===== src/rtl/obstacle_pkg.sv =====
// Shared definitions for the obstacle chain: FSM state encoding, sweep
// direction, default colours and screen coordinate limits.
package obstacle_pkg;

  // Phase of an obstacle sweep
  typedef enum logic [1:0] {
    ST_IDLE  = 2'd0,
    ST_SPAWN = 2'd1,
    ST_GROW  = 2'd2,
    ST_HOLD  = 2'd3
  } obs_state_e;

  // Direction the sweep walks through the laser columns
  typedef enum logic {
    DIR_FWD = 1'b0,
    DIR_REV = 1'b1
  } dir_e;

  // Pixel coordinate width and the largest representable coordinate
  localparam int COORD_W   = 12;
  localparam int COORD_MAX = 4095;

  // Colours
  localparam logic [11:0] LASER_COLOR_DEF = 12'hfff;
  localparam logic [11:0] WARN_COLOR      = 12'hf00;

endpackage


===== src/rtl/lasers_step_timer.sv =====
// Loadable down-counter shared by the SPAWN, GROW and HOLD phases.
// Loading value V makes tc rise V cycles later; tc stays high at zero until
// the next load.
module lasers_step_timer #(
  parameter int W = 8
) (
  input  logic         pclk,
  input  logic         rst,
  input  logic         load,
  input  logic [W-1:0] load_value,
  output logic         tc
);

  logic [W-1:0] count_r;

  // Count down from the loaded value and park at zero
  always_ff @(posedge pclk or posedge rst) begin
    if (rst) begin
      count_r <= {W{1'b0}};
    end else if (load) begin
      count_r <= load_value;
    end else if (count_r != {W{1'b0}}) begin
      count_r <= count_r - {{(W-1){1'b0}}, 1'b1};
    end else begin
      count_r <= count_r;
    end
  end

  assign tc = (count_r == {W{1'b0}});

endmodule


===== src/rtl/lasers_sweep_obstacle.sv =====
// N evenly spaced vertical lasers swept forward then in reverse. Each laser
// spawns 2 px wide, waits, grows 1 px per side per step up to MAX_HALF,
// holds, then hands over to the next laser.
// Optional macro LASERS_WARN_EN: the SPAWN phase is drawn in WARN_COLOR and
// is not lethal.
module lasers_sweep_obstacle
  import obstacle_pkg::*;
#(
  parameter int          N_LASERS    = 3,
  parameter int          FIRST_X     = 411,
  parameter int          PITCH       = 100,
  parameter int          TOP_Y       = 317,
  parameter int          BOTTOM_Y    = 617,
  parameter int          MAX_HALF    = 30,
  parameter int          SPAWN_DELAY = 32000000,
  parameter int          GROW_DELAY  = 3200000,
  parameter int          HOLD_DELAY  = 32000000,
  parameter logic [3:0]  SELECT_CODE = 4'b0001,
  parameter logic [11:0] LASER_COLOR = LASER_COLOR_DEF
) (
  input  logic               pclk,
  input  logic               rst,
  input  logic [COORD_W-1:0] hcount_in,
  input  logic [COORD_W-1:0] vcount_in,
  input  logic [11:0]        rgb_in,
  input  logic               menu_on,
  input  logic               play_selected,
  input  logic [3:0]         selected,
  input  logic               done_control,
  output logic               working,
  output logic               done,
  output logic [11:0]        rgb_out,
  output logic [COORD_W-1:0] obstacle_x,
  output logic [COORD_W-1:0] obstacle_y,
  output logic [2:0]         laser_idx
);

  localparam int MAX_DELAY =
    (SPAWN_DELAY > GROW_DELAY) ?
      ((SPAWN_DELAY > HOLD_DELAY) ? SPAWN_DELAY : HOLD_DELAY) :
      ((GROW_DELAY  > HOLD_DELAY) ? GROW_DELAY  : HOLD_DELAY);
  localparam int CNT_W  = $clog2(MAX_DELAY) + 1;
  localparam int STEP_W = $clog2(MAX_HALF + 1) + 1;

  // Timer reload values: a phase of D cycles loads D-1
  localparam logic [CNT_W-1:0]   SPAWN_LOAD = CNT_W'(SPAWN_DELAY - 1);
  localparam logic [CNT_W-1:0]   GROW_LOAD  = CNT_W'(GROW_DELAY - 1);
  localparam logic [CNT_W-1:0]   HOLD_LOAD  = CNT_W'(HOLD_DELAY - 1);
  localparam logic [STEP_W-1:0]  STEP_ONE   = {{(STEP_W-1){1'b0}}, 1'b1};
  localparam logic [STEP_W-1:0]  STEP_LAST  = STEP_W'(MAX_HALF);
  localparam logic [2:0]         LAST_IDX   = 3'(N_LASERS - 1);
  localparam logic [COORD_W-1:0] TOP_ROW    = COORD_W'(TOP_Y);
  localparam logic [COORD_W-1:0] BOT_ROW    = COORD_W'(BOTTOM_Y);
  localparam logic [COORD_W-1:0] ONE_PX     = {{(COORD_W-1){1'b0}}, 1'b1};

  // Reject geometry that would wrap the 12-bit coordinate space
  generate
    if ((N_LASERS < 1) || (N_LASERS > 8) || (MAX_HALF < 1) ||
        (SPAWN_DELAY < 1) || (GROW_DELAY < 1) || (HOLD_DELAY < 1) ||
        (FIRST_X < MAX_HALF) ||
        (FIRST_X + (N_LASERS - 1) * PITCH + 1 + MAX_HALF > COORD_MAX)) begin : g_param_check
      $error("lasers_sweep_obstacle: illegal parameter set");
    end
  endgenerate

  // Left edge of laser idx at spawn width, computed modulo 2^12
  function automatic logic [COORD_W-1:0] spawn_left(input logic [2:0] idx);
    return COORD_W'(FIRST_X) + (COORD_W'(PITCH) * {{(COORD_W-3){1'b0}}, idx});
  endfunction

  obs_state_e          state_r, state_n;
  dir_e                dir_r, dir_n;
  logic                rep_r, rep_n;
  logic [2:0]          idx_r, idx_n;
  logic [COORD_W-1:0]  left_r, left_n;
  logic [COORD_W-1:0]  right_r, right_n;
  logic [STEP_W-1:0]   step_r, step_n;
  logic                working_r, done_r, done_n;
  logic                tmr_load_s, tmr_tc_s;
  logic [CNT_W-1:0]    tmr_value_s;
  logic                start_s, abort_s;
  logic                hit_s;
  logic [11:0]         rgb_n, rgb_r;
  logic [COORD_W-1:0]  obs_x_n, obs_y_n, obs_x_r, obs_y_r;

  assign start_s = done_control && play_selected && (selected == SELECT_CODE) && !menu_on;
  assign abort_s = menu_on || !play_selected;

  lasers_step_timer #(
    .W (CNT_W)
  ) u_timer (
    .pclk       (pclk),
    .rst        (rst),
    .load       (tmr_load_s),
    .load_value (tmr_value_s),
    .tc         (tmr_tc_s)
  );

  // Next-state logic: phase sequencing, laser geometry and sweep order
  always_comb begin
    state_n     = state_r;
    dir_n       = dir_r;
    rep_n       = rep_r;
    idx_n       = idx_r;
    left_n      = left_r;
    right_n     = right_r;
    step_n      = step_r;
    done_n      = 1'b0;
    tmr_load_s  = 1'b0;
    tmr_value_s = SPAWN_LOAD;
    case (state_r)
      ST_IDLE: begin
        if (start_s) begin
          state_n     = ST_SPAWN;
          dir_n       = DIR_FWD;
          rep_n       = 1'b0;
          idx_n       = 3'd0;
          left_n      = spawn_left(3'd0);
          right_n     = spawn_left(3'd0) + ONE_PX;
          step_n      = {STEP_W{1'b0}};
          tmr_load_s  = 1'b1;
          tmr_value_s = SPAWN_LOAD;
        end else begin
          idx_n = 3'd0;
        end
      end
      ST_SPAWN: begin
        if (abort_s) begin
          state_n = ST_IDLE;
          idx_n   = 3'd0;
        end else if (tmr_tc_s) begin
          // First growth step coincides with entering GROW
          state_n     = ST_GROW;
          left_n      = left_r - ONE_PX;
          right_n     = right_r + ONE_PX;
          step_n      = STEP_ONE;
          tmr_load_s  = 1'b1;
          tmr_value_s = GROW_LOAD;
        end else begin
          state_n = ST_SPAWN;
        end
      end
      ST_GROW: begin
        if (abort_s) begin
          state_n = ST_IDLE;
          idx_n   = 3'd0;
        end else if (tmr_tc_s) begin
          if (step_r == STEP_LAST) begin
            state_n     = ST_HOLD;
            tmr_load_s  = 1'b1;
            tmr_value_s = HOLD_LOAD;
          end else begin
            left_n      = left_r - ONE_PX;
            right_n     = right_r + ONE_PX;
            step_n      = step_r + STEP_ONE;
            tmr_load_s  = 1'b1;
            tmr_value_s = GROW_LOAD;
          end
        end else begin
          state_n = ST_GROW;
        end
      end
      ST_HOLD: begin
        if (abort_s) begin
          state_n = ST_IDLE;
          idx_n   = 3'd0;
        end else if (tmr_tc_s) begin
          if ((dir_r == DIR_REV) && (idx_r == 3'd0)) begin
            state_n = ST_IDLE;
            idx_n   = 3'd0;
            done_n  = 1'b1;
          end else begin
            if ((dir_r == DIR_FWD) && (idx_r != LAST_IDX)) begin
              idx_n = idx_r + 3'd1;
            end else if ((dir_r == DIR_FWD) && !rep_r) begin
              idx_n = idx_r;
              rep_n = 1'b1;
              dir_n = DIR_REV;
            end else begin
              idx_n = idx_r - 3'd1;
            end
            state_n     = ST_SPAWN;
            left_n      = spawn_left(idx_n);
            right_n     = spawn_left(idx_n) + ONE_PX;
            step_n      = {STEP_W{1'b0}};
            tmr_load_s  = 1'b1;
            tmr_value_s = SPAWN_LOAD;
          end
        end else begin
          state_n = ST_HOLD;
        end
      end
      default: begin
        state_n = ST_IDLE;
        idx_n   = 3'd0;
      end
    endcase
  end

  // FSM and sweep-context registers; working/done follow the next state
  always_ff @(posedge pclk or posedge rst) begin
    if (rst) begin
      state_r   <= ST_IDLE;
      dir_r     <= DIR_FWD;
      rep_r     <= 1'b0;
      idx_r     <= 3'd0;
      left_r    <= {COORD_W{1'b0}};
      right_r   <= {COORD_W{1'b0}};
      step_r    <= {STEP_W{1'b0}};
      working_r <= 1'b0;
      done_r    <= 1'b0;
    end else begin
      state_r   <= state_n;
      dir_r     <= dir_n;
      rep_r     <= rep_n;
      idx_r     <= idx_n;
      left_r    <= left_n;
      right_r   <= right_n;
      step_r    <= step_n;
      working_r <= (state_n != ST_IDLE);
      done_r    <= done_n;
    end
  end

  // Pixel hit test against the current laser rectangle
  always_comb begin
    hit_s   = (state_r != ST_IDLE) &&
              (hcount_in >= left_r) && (hcount_in <= right_r) &&
              (vcount_in >= TOP_ROW) && (vcount_in <= BOT_ROW);
    rgb_n   = rgb_in;
    obs_x_n = {COORD_W{1'b0}};
    obs_y_n = {COORD_W{1'b0}};
    if (hit_s) begin
`ifdef LASERS_WARN_EN
      if (state_r == ST_SPAWN) begin
        rgb_n = WARN_COLOR;
      end else begin
        rgb_n   = LASER_COLOR;
        obs_x_n = hcount_in;
        obs_y_n = vcount_in;
      end
`else
      rgb_n   = LASER_COLOR;
      obs_x_n = hcount_in;
      obs_y_n = vcount_in;
`endif
    end else begin
      rgb_n = rgb_in;
    end
  end

  // Register the pixel outputs (one cycle of latency)
  always_ff @(posedge pclk or posedge rst) begin
    if (rst) begin
      rgb_r   <= 12'h000;
      obs_x_r <= {COORD_W{1'b0}};
      obs_y_r <= {COORD_W{1'b0}};
    end else begin
      rgb_r   <= rgb_n;
      obs_x_r <= obs_x_n;
      obs_y_r <= obs_y_n;
    end
  end

  assign working    = working_r;
  assign done       = done_r;
  assign laser_idx  = idx_r;
  assign rgb_out    = rgb_r;
  assign obstacle_x = obs_x_r;
  assign obstacle_y = obs_y_r;

endmodule


===== config.mk =====
export PLATFORM = sky130hd
export DESIGN_NAME = lasers_sweep_obstacle
export DESIGN_NICKNAME = d
export VERILOG_FILES = /design/src/rtl/obstacle_pkg.sv /design/src/rtl/lasers_step_timer.sv /design/src/rtl/lasers_sweep_obstacle.sv
export SDC_FILE = /design/constraint.sdc
export NUM_CORES = 1
export LEC_CHECK = 0
export BUFFER_PORTS_ARGS = -buffer_cell sky130_fd_sc_hd__buf_2
export CAP_MARGIN = 5
export CORE_ASPECT_RATIO = 1.25
export CORE_UTILIZATION = 55
export DETAILED_ROUTE_END_ITERATION = 10
export GPL_TIMING_DRIVEN = 0
export PLACE_DENSITY = 0.77
export SLEW_MARGIN = 30
export SYNTH_ARGS = -nofsm -noshare
export SYNTH_HDL_FRONTEND = slang
export SYNTH_SLANG_ARGS = --single-unit

===== constraint.sdc =====
create_clock -name pclk -period 5.9 [get_ports pclk]
set_input_delay 0.885 -clock pclk [delete_from_list [all_inputs] [get_ports pclk]]
set_output_delay 0.885 -clock pclk [all_outputs]
set_load 0.005 [all_outputs]

==> results.md <==
* Result of the run: completed
* Highest clock frequency the design can meet at 265 MHz
* Estimated wirelength of the detail-placed design at 10700 um
* Routed via count divided by cell count at 5.94
* ANT nets after route at 0
* Largest net degree at the start of global routing at 65
* Setup TNS after final layout at 0 ns
* Number of cells in the design after placement at 850
* Clock latency at the later pin of the worst-skew pair at 0.35 ns
* Leading cell type in the layout, fill and taps excluded: sky130_fd_sc_hd__dfrtp_1
* Share of layout cells above drive strength 1 at 17.4%
* Cell leakage power at 3.13 nW
* Met1 layer wirelength in the final routing at 5840 um
* Total of hold buffers inserted after clock tree synthesis at 0
* Largest area contributor in the netlist: sky130_fd_sc_hd__dfrtp_1
* Critical Path Start Type: flop
* Number of warnings printed during yosys synthesis at 0
* Unrepaired setup endpoints after global routing: false
* Routed Wire Length at 14300 um
* Max transition margin at 37.2%
* Required time of the worst setup path at 6.12 ns
* DR WL met3 at 922 um
* Count of final hold-check violations at 0
* Net count reported at finish at 823
* Overall fraction of global-route tracks in use at 27.2%
* Count of pins on the block boundary at 86
* Die Area at 11000 um^2
* Site Rows at 41
* Max layer used: met4
* Critical path fanouts, max at 7
* Initial antenna violation count at 0
* Seq/Total Area, Yosys at 42.8%
* Critical Path AT at 3.99 ns
* Post-CTS resize count at 0
* Post-layout instance area at 6790 um^2
* Classification of the worst setup path: flop to flop
* Number of detailed-route iterations in the first pass at 5
* Area inside the core boundary at 10200 um^2
* Power per unit of standard cell area at 329 nW/um^2
* Number of global-route vias before repair at 5027
* Number of enable flip-flop cells after synthesis at 0
* Clock buffer depth at 2
* Starting Density at 57.3%
* Final setup viols at 0
* Maximum capacitance violations at 0
* Dpl cell area at 6470 um^2
* Max Clock Skew at 0.00694 ns
* Average cell area after synthesis at 9.22 um^2
* Slew at the pin closest to its max-slew limit at 0.934 ns
* Top library cells by usage in the layout, fill and taps aside: sky130_fd_sc_hd__dfrtp_1, sky130_fd_sc_hd__buf_2, sky130_fd_sc_hd__nand2_1, sky130_fd_sc_hd__ha_1, sky130_fd_sc_hd__nor2_1
* Setup Fix Bufs, Post-CTS at 0
* Minimum period implied by the final worst setup slack at 3.77 ns
* Final std cells w/o fill at 866
* Overflow left after global routing at 0
* Proportion of synthesized flip-flops having asynchronous set or reset at 100%
* Total number of vias at 5140
* Residual DRC count at 0
* Area growth, synth to finish at 16.1%
* Count of cell types in the netlist at 59
* Number of clock sinks seen by CTS at 100
* Final weighted congestion in routability-driven placement at 0.924
* Final max-slew violation count at 0
* Top post-synthesis cells by area: sky130_fd_sc_hd__dfrtp_1, sky130_fd_sc_hd__ha_1, sky130_fd_sc_hd__xnor2_1
* Hold slack final at 0.504 ns
* Buffers added on ports at 85
* Die height at 117 um
* Drt initial violations at 412
* Worst voltage drop across the vdd grid at 0.246 mV
* CTS HTree Levels at 3
* Share of the clock period used by the worst path after layout at 63.8%
* Average routed wire per standard cell at 16.5 um
* Clk Tree Root Cell: sky130_fd_sc_hd__clkbuf_16
* Number of antenna repair diodes at 0
* Commonest register cell after synthesis: sky130_fd_sc_hd__dfrtp_1
* CTS tree: done
* Area fraction of the dominant cell type after synthesis at 42.8%
* Flop and latch count out of synthesis at 100
* Critical path capture point type: flop
* Post-synthesis instance total at 634
* TritonCTS buffer count at 9
* Global-route wire length before repair at 23400 um
* Die X at 94.2 um
* Combined area of all synthesized cells at 5850 um^2
* Clock transition time at the flip-flop clock pins of the worst setup and hold paths at 0.07 ns
* Met2 Wirelength at 6980 um
* Worst min path class: flop to flop
## per-layer routing
layer  global-route usage, %  vias to the layer above
met2                    47.1                      213
li1                        -                     2437
met5                       0                        -
met3                    4.01                       54
met1                    33.0                     2436
met4                    13.5                        0
## worst max-delay path, stage by stage, from the launching register on
cell and delay [ns]:
sky130_fd_sc_hd__dfrtp_1 0.41, sky130_fd_sc_hd__inv_1 0.12, sky130_fd_sc_hd__ha_1 0.32, sky130_fd_sc_hd__or2_2 0.32
sky130_fd_sc_hd__o211ai_1 0.52, sky130_fd_sc_hd__inv_1 0.20, sky130_fd_sc_hd__ha_1 0.40, sky130_fd_sc_hd__inv_1 0.07
sky130_fd_sc_hd__and3_1 0.21, sky130_fd_sc_hd__nor2b_1 0.15, sky130_fd_sc_hd__maj3_1 0.35, sky130_fd_sc_hd__a21oi_1 0.16
sky130_fd_sc_hd__mux2i_1 0.28, sky130_fd_sc_hd__o2111ai_1 0.13
## area by class of cell
| type | instances | area, um^2 |
|---|---|---|
| Timing Repair Buffer | 86 | 453 |
| Clock buffer | 9 | 225 |
| Fill cell | 846 | 3420 |
| Multi-Input combinational cell | 471 | 3100 |
| Buffer | 20 | 82.6 |
| Sequential cell | 100 | 2500 |
| Clock inverter | 7 | 93.8 |
| Inverter | 44 | 170 |
| Tap cell | 129 | 161 |
## path summary, 6_finish.rpt
path / start / end / slack [ns] / depth (start not counted)
worst max-delay path: laser_idx[0] / right_r[8] / 2.13 / 13
max in group asynchronous: rst / right_r[10] / 4.74 / 3
min in group asynchronous: rst / obstacle_y[10] / 0.51 / 2
worst max register to register: laser_idx[0] / right_r[8] / 2.13 / 13
worst min-delay path: left_r[11] / left_r[11] / 0.50 / 1
worst min register to register: left_r[11] / left_r[11] / 0.50 / 1
## state kept, by name (all words and copies together), names as in the netlist
| signal | count |
|---|---|
| right_r | 12 |
| rgb_out | 12 |
| working | 1 |
| u_timer.count_r | 26 |
| obstacle_y | 12 |
| laser_idx | 3 |
| state_r | 2 |
| done | 1 |
| obstacle_x | 12 |
| step_r | 6 |
| rep_r | 1 |
| left_r | 12 |
## report_power, final
| part | internal [W] | leakage, nW | switching, W | total [W] |
|---|---|---|---|---|
| Clock | 0.000340 | 0.152 | 0.000288 | 0.000628 |
| Sequential | 0.000783 | 1.26 | 0.0000952 | 0.000878 |
| Combinational | 0.000257 | 1.72 | 0.000468 | 0.000725 |
| Total | 0.00138 | 3.13 | 0.000851 | 0.00223 |
## stage by stage
step                total power [W]  util (%)  setup WS, ns
floorplan                   0.00137         -          2.40
global route                0.00238      66.5          1.87
detailed placement          0.00160      63.4          2.16
CTS                         0.00223      66.5          2.14
global placement            0.00156      63.1          1.32
finish                      0.00223      66.5          2.13
## synth_stat cells, types with 5 or more instances
library cell               instances
sky130_fd_sc_hd__inv_1            43
sky130_fd_sc_hd__nor3_1           26
sky130_fd_sc_hd__a21oi_1          33
sky130_fd_sc_hd__and3_1            6
sky130_fd_sc_hd__xnor2_1          29
sky130_fd_sc_hd__ha_1             46
sky130_fd_sc_hd__or2_2            16
sky130_fd_sc_hd__o21ai_0          41
sky130_fd_sc_hd__o31ai_1           5
sky130_fd_sc_hd__nand2b_1          7
sky130_fd_sc_hd__dfrtp_1         100
sky130_fd_sc_hd__o21ai_1          16
sky130_fd_sc_hd__or4_1             6
sky130_fd_sc_hd__nand3_1          14
sky130_fd_sc_hd__nor2_1           43
sky130_fd_sc_hd__nand4_1          11
sky130_fd_sc_hd__and2_1           25
sky130_fd_sc_hd__xor2_1            6
sky130_fd_sc_hd__a21o_1            6
sky130_fd_sc_hd__nor4_1           13
sky130_fd_sc_hd__o21a_1            7
sky130_fd_sc_hd__nor2b_1          10
sky130_fd_sc_hd__nand2_1          46
sky130_fd_sc_hd__a31oi_1           6
sky130_fd_sc_hd__clkbuf_1         14
## kinds of logic (layout without fill, tap and decap cells)
family,count (synthesis),after routing,synth area share [%]
compound gates,147,147,15.5
xor+xnor,35,35,5.24
fa+ha+maj,47,47,10.0
buf+inv,64,166,4.24
flops,100,100,42.8
mux,4,4,0.706
other cells,1,2,0.0641
simple gates,236,236,21.4
(Power assumes the default switching activity.)
